==> config.mk <==
export PLATFORM = sky130hd
export DESIGN_NAME = cam_lvds_tx_framer
export DESIGN_NICKNAME = d
export VERILOG_FILES = /design/src/rtl/cam_lvds_pkg.sv /design/src/rtl/cam_tx_ramp_gen.sv /design/src/rtl/cam_lvds_tx_framer.sv
export SDC_FILE = /design/constraint.sdc
export NUM_CORES = 1
export LEC_CHECK = 0
export BUFFER_PORTS_ARGS = -buffer_cell sky130_fd_sc_hd__buf_2
export CAP_MARGIN = 10
export CORE_MARGIN = 2
export CORE_UTILIZATION = 51
export DETAILED_ROUTE_END_ITERATION = 8
export GPL_ROUTABILITY_DRIVEN = 0
export GPL_TIMING_DRIVEN = 0
export MAX_ROUTING_LAYER = met4
export PLACE_DENSITY = 0.77
export SYNTH_ARGS = -nofsm -noshare
export SYNTH_HDL_FRONTEND = slang
export SYNTH_HIERARCHICAL = 1
export SYNTH_SLANG_ARGS = --single-unit
==> constraint.sdc <==
create_clock -name c -period 3.2 [get_ports c]
set_clock_uncertainty 0.2 [all_clocks]
set_input_delay 0.48 -clock c [delete_from_list [all_inputs] [get_ports c]]
set_output_delay 0.48 -clock c [all_outputs]
set_load 0.005 [all_outputs]
==> src/rtl/cam_lvds_pkg.sv <==
// Shared constants and types for the camera LVDS transmit framer and its receive-side checker.
package cam_lvds_pkg;

    localparam int unsigned LANES  = 4;
    localparam int unsigned LANE_W = 8;

    localparam logic [7:0] TR  = 8'h3A;
    localparam logic [7:0] FS  = 8'hAA;
    localparam logic [7:0] LS  = 8'h2A;
    localparam logic [7:0] IMG = 8'h0D;
    localparam logic [7:0] LE  = 8'h12;
    localparam logic [7:0] FE  = 8'hCA;

    typedef enum logic [1:0] {
        StIdle,
        StActive,
        StHblank,
        StVblank
    } state_e;

endpackage

==> src/rtl/cam_tx_ramp_gen.sv <==
// Combinational ramp pattern: lane k = (4*col + k + row) mod 256.
module cam_tx_ramp_gen
    import cam_lvds_pkg::*;
#(
    parameter int unsigned COL_W = 10,
    parameter int unsigned ROW_W = 11
) (
    input  logic [COL_W-1:0]        col,
    input  logic [ROW_W-1:0]        row,
    output logic [LANES*LANE_W-1:0] data
);

    always_comb begin
        data = '0;
        for (int k = 0; k < LANES; k++) begin
            data[k*LANE_W +: LANE_W] = LANE_W'({col, 2'b00}) + LANE_W'(k) + LANE_W'(row);
        end
    end

endmodule

==> src/rtl/cam_lvds_tx_framer.sv <==
// Imager emulator: frames ramp or streamed pixels into sync + 4 data lanes for the LVDS serializer.
module cam_lvds_tx_framer
    import cam_lvds_pkg::*;
#(
    parameter int unsigned COL_W       = 10,
    parameter int unsigned ROW_W       = 11,
    parameter int unsigned BLANK_W     = 12,
    parameter bit          INVERT_DATA = 1'b0
) (
    input  logic               c,
    input  logic               rst,
    input  logic               en,
    input  logic               pattern_sel,
    input  logic [COL_W-1:0]   cols,
    input  logic [ROW_W-1:0]   rows,
    input  logic [BLANK_W-1:0] hblank,
    input  logic [BLANK_W-1:0] vblank,
    input  logic [31:0]        pix_d,
    input  logic               pix_valid,
    output logic               pix_ready,
    output logic [39:0]        txd,
    output logic               busy,
    output logic               underflow,
    input  logic               clr_underflow,
    output logic [15:0]        frame_count
);

    localparam logic [31:0] InvMask = {32{INVERT_DATA}};

    state_e             state_q, state_d;
    logic [COL_W-1:0]   col_q, col_d, cols_q, cols_d;
    logic [ROW_W-1:0]   row_q, row_d, rows_q, rows_d;
    logic [BLANK_W-1:0] cnt_q, cnt_d, hblank_q, hblank_d, vblank_q, vblank_d;
    logic [39:0]        txd_q;
    logic               underflow_q;
    logic [15:0]        frame_count_q;

    logic        last_col, last_row, frame_edge;
    logic [7:0]  sync_word;
    logic [31:0] data_word, ramp_data;
    logic        underflow_set, fc_inc;

    assign last_col = (col_q == cols_q - COL_W'(1));
    assign last_row = (row_q == rows_q - ROW_W'(1));

    cam_tx_ramp_gen #(
        .COL_W(COL_W),
        .ROW_W(ROW_W)
    ) u_ramp (
        .col (col_q),
        .row (row_q),
        .data(ramp_data)
    );

    always_ff @(posedge c) begin
        if (rst) begin
            state_q  <= StIdle;
            col_q    <= '0;
            row_q    <= '0;
            cnt_q    <= '0;
            cols_q   <= '0;
            rows_q   <= '0;
            hblank_q <= '0;
            vblank_q <= '0;
        end else begin
            state_q  <= state_d;
            col_q    <= col_d;
            row_q    <= row_d;
            cnt_q    <= cnt_d;
            cols_q   <= cols_d;
            rows_q   <= rows_d;
            hblank_q <= hblank_d;
            vblank_q <= vblank_d;
        end
    end

    // frame_edge: a frame boundary (IDLE or end of VBLANK) where en decides restart vs idle.
    always_comb begin
        state_d    = state_q;
        col_d      = col_q;
        row_d      = row_q;
        cnt_d      = cnt_q;
        cols_d     = cols_q;
        rows_d     = rows_q;
        hblank_d   = hblank_q;
        vblank_d   = vblank_q;
        frame_edge = 1'b0;
        unique case (state_q)
            StIdle: frame_edge = 1'b1;
            StActive: begin
                if (last_col) begin
                    col_d = '0;
                    cnt_d = '0;
                    if (last_row) begin
                        if (vblank_q == '0) frame_edge = 1'b1;
                        else                state_d    = StVblank;
                    end else if (hblank_q == '0) begin
                        row_d = row_q + ROW_W'(1);
                    end else begin
                        state_d = StHblank;
                    end
                end else begin
                    col_d = col_q + COL_W'(1);
                end
            end
            StHblank: begin
                if (cnt_q == hblank_q - BLANK_W'(1)) begin
                    cnt_d   = '0;
                    row_d   = row_q + ROW_W'(1);
                    state_d = StActive;
                end else begin
                    cnt_d = cnt_q + BLANK_W'(1);
                end
            end
            StVblank: begin
                if (cnt_q == vblank_q - BLANK_W'(1)) frame_edge = 1'b1;
                else                                  cnt_d      = cnt_q + BLANK_W'(1);
            end
            default: state_d = StIdle;
        endcase
        if (frame_edge) begin
            col_d   = '0;
            row_d   = '0;
            cnt_d   = '0;
            state_d = StIdle;
            if (en) begin
                state_d  = StActive;
                cols_d   = (cols < COL_W'(2)) ? COL_W'(2) : cols;
                rows_d   = (rows == '0) ? ROW_W'(1) : rows;
                hblank_d = hblank;
                vblank_d = vblank;
            end
        end
    end

    always_comb begin
        sync_word     = TR;
        data_word     = '0;
        pix_ready     = 1'b0;
        underflow_set = 1'b0;
        fc_inc        = 1'b0;
        if (state_q == StActive) begin
            sync_word = IMG;
            if (col_q == '0) sync_word = (row_q == '0) ? FS : LS;
            if (last_col)    sync_word = last_row ? FE : LE;
            fc_inc    = last_col && last_row;
            pix_ready = !pattern_sel;
            if (pattern_sel) begin
                data_word = ramp_data;
            end else begin
                data_word     = pix_valid ? pix_d : 32'h0;
                underflow_set = !pix_valid;
            end
        end
    end

    always_ff @(posedge c) begin
        if (rst) begin
            txd_q         <= {TR, InvMask};
            underflow_q   <= 1'b0;
            frame_count_q <= '0;
        end else begin
            txd_q <= {sync_word, data_word ^ InvMask};
            if (underflow_set)      underflow_q <= 1'b1;
            else if (clr_underflow) underflow_q <= 1'b0;
            if (fc_inc) frame_count_q <= frame_count_q + 16'd1;
        end
    end

    assign txd         = txd_q;
    assign busy        = (state_q != StIdle);
    assign underflow   = underflow_q;
    assign frame_count = frame_count_q;

endmodule

==> reports/summary.txt <==
Status -> finished with violations
Failing checks -> negative setup slack
Seq cells post-synth -> 136
Worst path required time -> 3.32 ns
Crit path kind -> register to register
Initial antenna violation count -> 0
Fin nets -> 1264
Total Routing Usage GR -> 0.284
Fin worst setup slack -> -0.156 ns
Routed wire length -> 24300 um
Non-filler cells, final -> 1359
Mapped Cells -> 981
Die footprint -> 0.0165 sq mm
Starting DRT DRC Count -> 753
Die width -> 128 um
Startpoint types -> register
RSZ-0062 raised after global routing -> yes
Die Y -> 128 um
Maximum VDD drop -> 0.000379 V
Hold Violations, Final -> 0
Routed WL per cell -> 17.9 um
Critical Path, Cell by Cell -> or4_4 -> nor4b_4 -> o211ai_1 -> a21bo_1 -> or4b_4 -> buf_6 -> buf_4 -> a2111oi_4 -> xnor2_1 -> nor2_1
Area of the multi-input gates -> 0.00529 sq mm
Fillers -> 1202
Tmin final -> 3.36 ns
Net Count, Synth -> 1086
Synthesized cell area -> 0.00789 sq mm
Antenna Violating Nets Remaining -> 0
Min-delay worst type -> input port to register
Max Freq -> 298 MHz
Via count -> 8211
Row count -> 45
Area of the core -> 0.0151 sq mm
Share of cells above drive strength 1 -> 0.271
Max Slew Vio Count -> 0
Global-route wire length before repair -> 36000 um
Commonest cells after routing, fill and taps aside -> buf_2 (144), dfxtp_1 (127), nor2_1 (107)
Final Cycle Share -> 1.05
Ys flop type -> dfxtp_1
Number of synthesized flops with an enable pin -> 0
Async set-or-reset flop fraction in the synthesized netlist -> 0
Sequential share of the synthesized area -> 0.345
Slowest cell on crit path -> or4_4
Most common cell after layout, fill and taps aside -> buf_2
Largest net degree at the start of global routing -> 17
Crit. End Element -> register
Ys Warns -> 6
Crit Path Max Fanout -> 7
Root buffer cell -> clkbuf_16
Synth Area per Inst -> 8.04 sq um
Clk pin slew, worst setup/hold paths -> 0.06 ns
PortBufs -> 138
Worst Max-Slew Pin Slew -> 0.675 ns
Clock buffer depth -> 2
Clock sink total -> 136
CP top delay family -> simple AND/OR/NAND/NOR gates
Initial DRT Pass Iterations -> 6
Initial Utilization -> 0.521
Worst EP arrival -> 3.48 ns
CTS tree -> built
H-tree depth -> 4
Ant diodes -> 0
DRC -> 0
Setup Viol. Count Final -> 11
Distinct cells, synth -> 69
Area growth from synthesis to layout -> 29.6%
# hold bufs at CTS -> 0
Register area -> 0.00275 sq mm
Placed insts -> 1308
Hpwl dp -> 16300 um
Max_slew headroom -> 0.550
Buffers and inverters on the worst path -> 2
PD cells -> 444 mW/mm^2
Max-Cap Viols -> 0
Clock buffer count from CTS -> 17
IO Count -> 142
Routed vias/inst -> 6.04
P_leak -> 0.00405 uW
Number of global-route vias before repair -> 7321
GRT overflow -> 0
Final Total Pwr -> 4540 uW
Clock Latency Late Sink -> 0.43 ns
Largest stage delay, worst path -> 0.59 ns
-- through the flow --
step / util / TNS, ns / worst slack (ns) / area, sq um / hold slack, ns
6_report: 0.675 / -0.778 / -0.156 / 10200 / 0.0889
5_1_grt: 0.675 / -6.31 / -0.256 / 10200 / 0.102
4_1_cts: 0.643 / -2.80 / -0.174 / 9740 / 0.0877
3_5_place_dp: 0.584 / -41.61 / -0.625 / 8840 / 0.280
3_3_place_gp: 0.583 / -42.75 / -0.834 / 8840 / 0.265
2_1_floorplan: - / 0 / 0.00220 / 7910 / 0.262
-- final timing paths --
kind                                          startpoint                  endpoint  slack, ns  cells past startpoint
worst max-delay path            hblank_q[3]$_SDFFE_PP0P_     row_q[6]$_SDFFE_PP0P_      -0.16                     10
worst min-delay path                           hblank[3]  hblank_q[3]$_SDFFE_PP0P_       0.09                      3
worst max register to register  hblank_q[3]$_SDFFE_PP0P_     row_q[6]$_SDFFE_PP0P_      -0.16                     10
worst min register to register    underflow$_SDFFE_PP0P_    underflow$_SDFFE_PP0P_       0.28                      2
-- synth_stat cells (all sizes together), types with 15 or more instances --
master	n	area [sq um]
nand3	73	365
a22oi	32	245
xnor2	76	666
o21ai	60	300
nor3	24	120
ha	20	250
clkbuf	54	203
nand2	38	143
nor4	20	125
a21oi	78	394
nand4	15	93.8
buf	15	90.1
nor2	113	429
inv	33	124
xor2	36	315
dfxtp	136	2720
-- tightest hold or removal path, cell delays in order --
cell     delay (ns)
buf_2          0.09
nand3_1        0.05
a21oi_1        0.05
-- cells by family after synthesis --
group / Yosys count / share of synthesized area
buf+inv: 102 / 0.0528
flops: 136 / 0.345
compound gates: 250 / 0.207
xor+xnor: 112 / 0.124
fa+ha+maj: 22 / 0.0368
simple gates: 357 / 0.232
mux: 2 / 0.00254
-- report_power, final --
group | leakage (uW) | switching, uW | internal [uW]
combinational | 0.00266 | 423 | 335
sequential | 0.00111 | 64.9 | 1740
clock | 0.000287 | 746 | 1230
-- registers in the layout, indices dropped and copies added, names as in the netlist, 2 cells and up --
name and count:
col_q 10, hblank_q 12, cols_q 10, rows_q 11
txd 39, frame_count 16, vblank_q 12, cnt_q 12
row_q 11, state_q 2
-- metal layers --
metal	share of wire	wire length [um]	GRT usage
met4	0.044	1060	0.152
met2	0.48	11700	0.467
met5	0	0	-
met1	0.39	9570	0.325
met3	0.078	1890	0.0603
-- layout make-up --
class                           count  share of cell area
Clock buffer                       18              0.0430
Clock inverter                     13              0.0152
Buffer                             66              0.0349
Tap cell                          188              0.0230
Sequential cell                   136               0.269
Inverter                           33              0.0121
Multi-Input combinational cell    743               0.517
Timing Repair Buffer              162              0.0860
-- timing repair --
item                       4_1_cts  5_1_grt
resized for setup               61      121
pin swaps                       13       33
setup endpoints to repair      100       99
buffers inserted                 8       14
gates cloned                     0        1
Power figures use the tool's default switching activity.
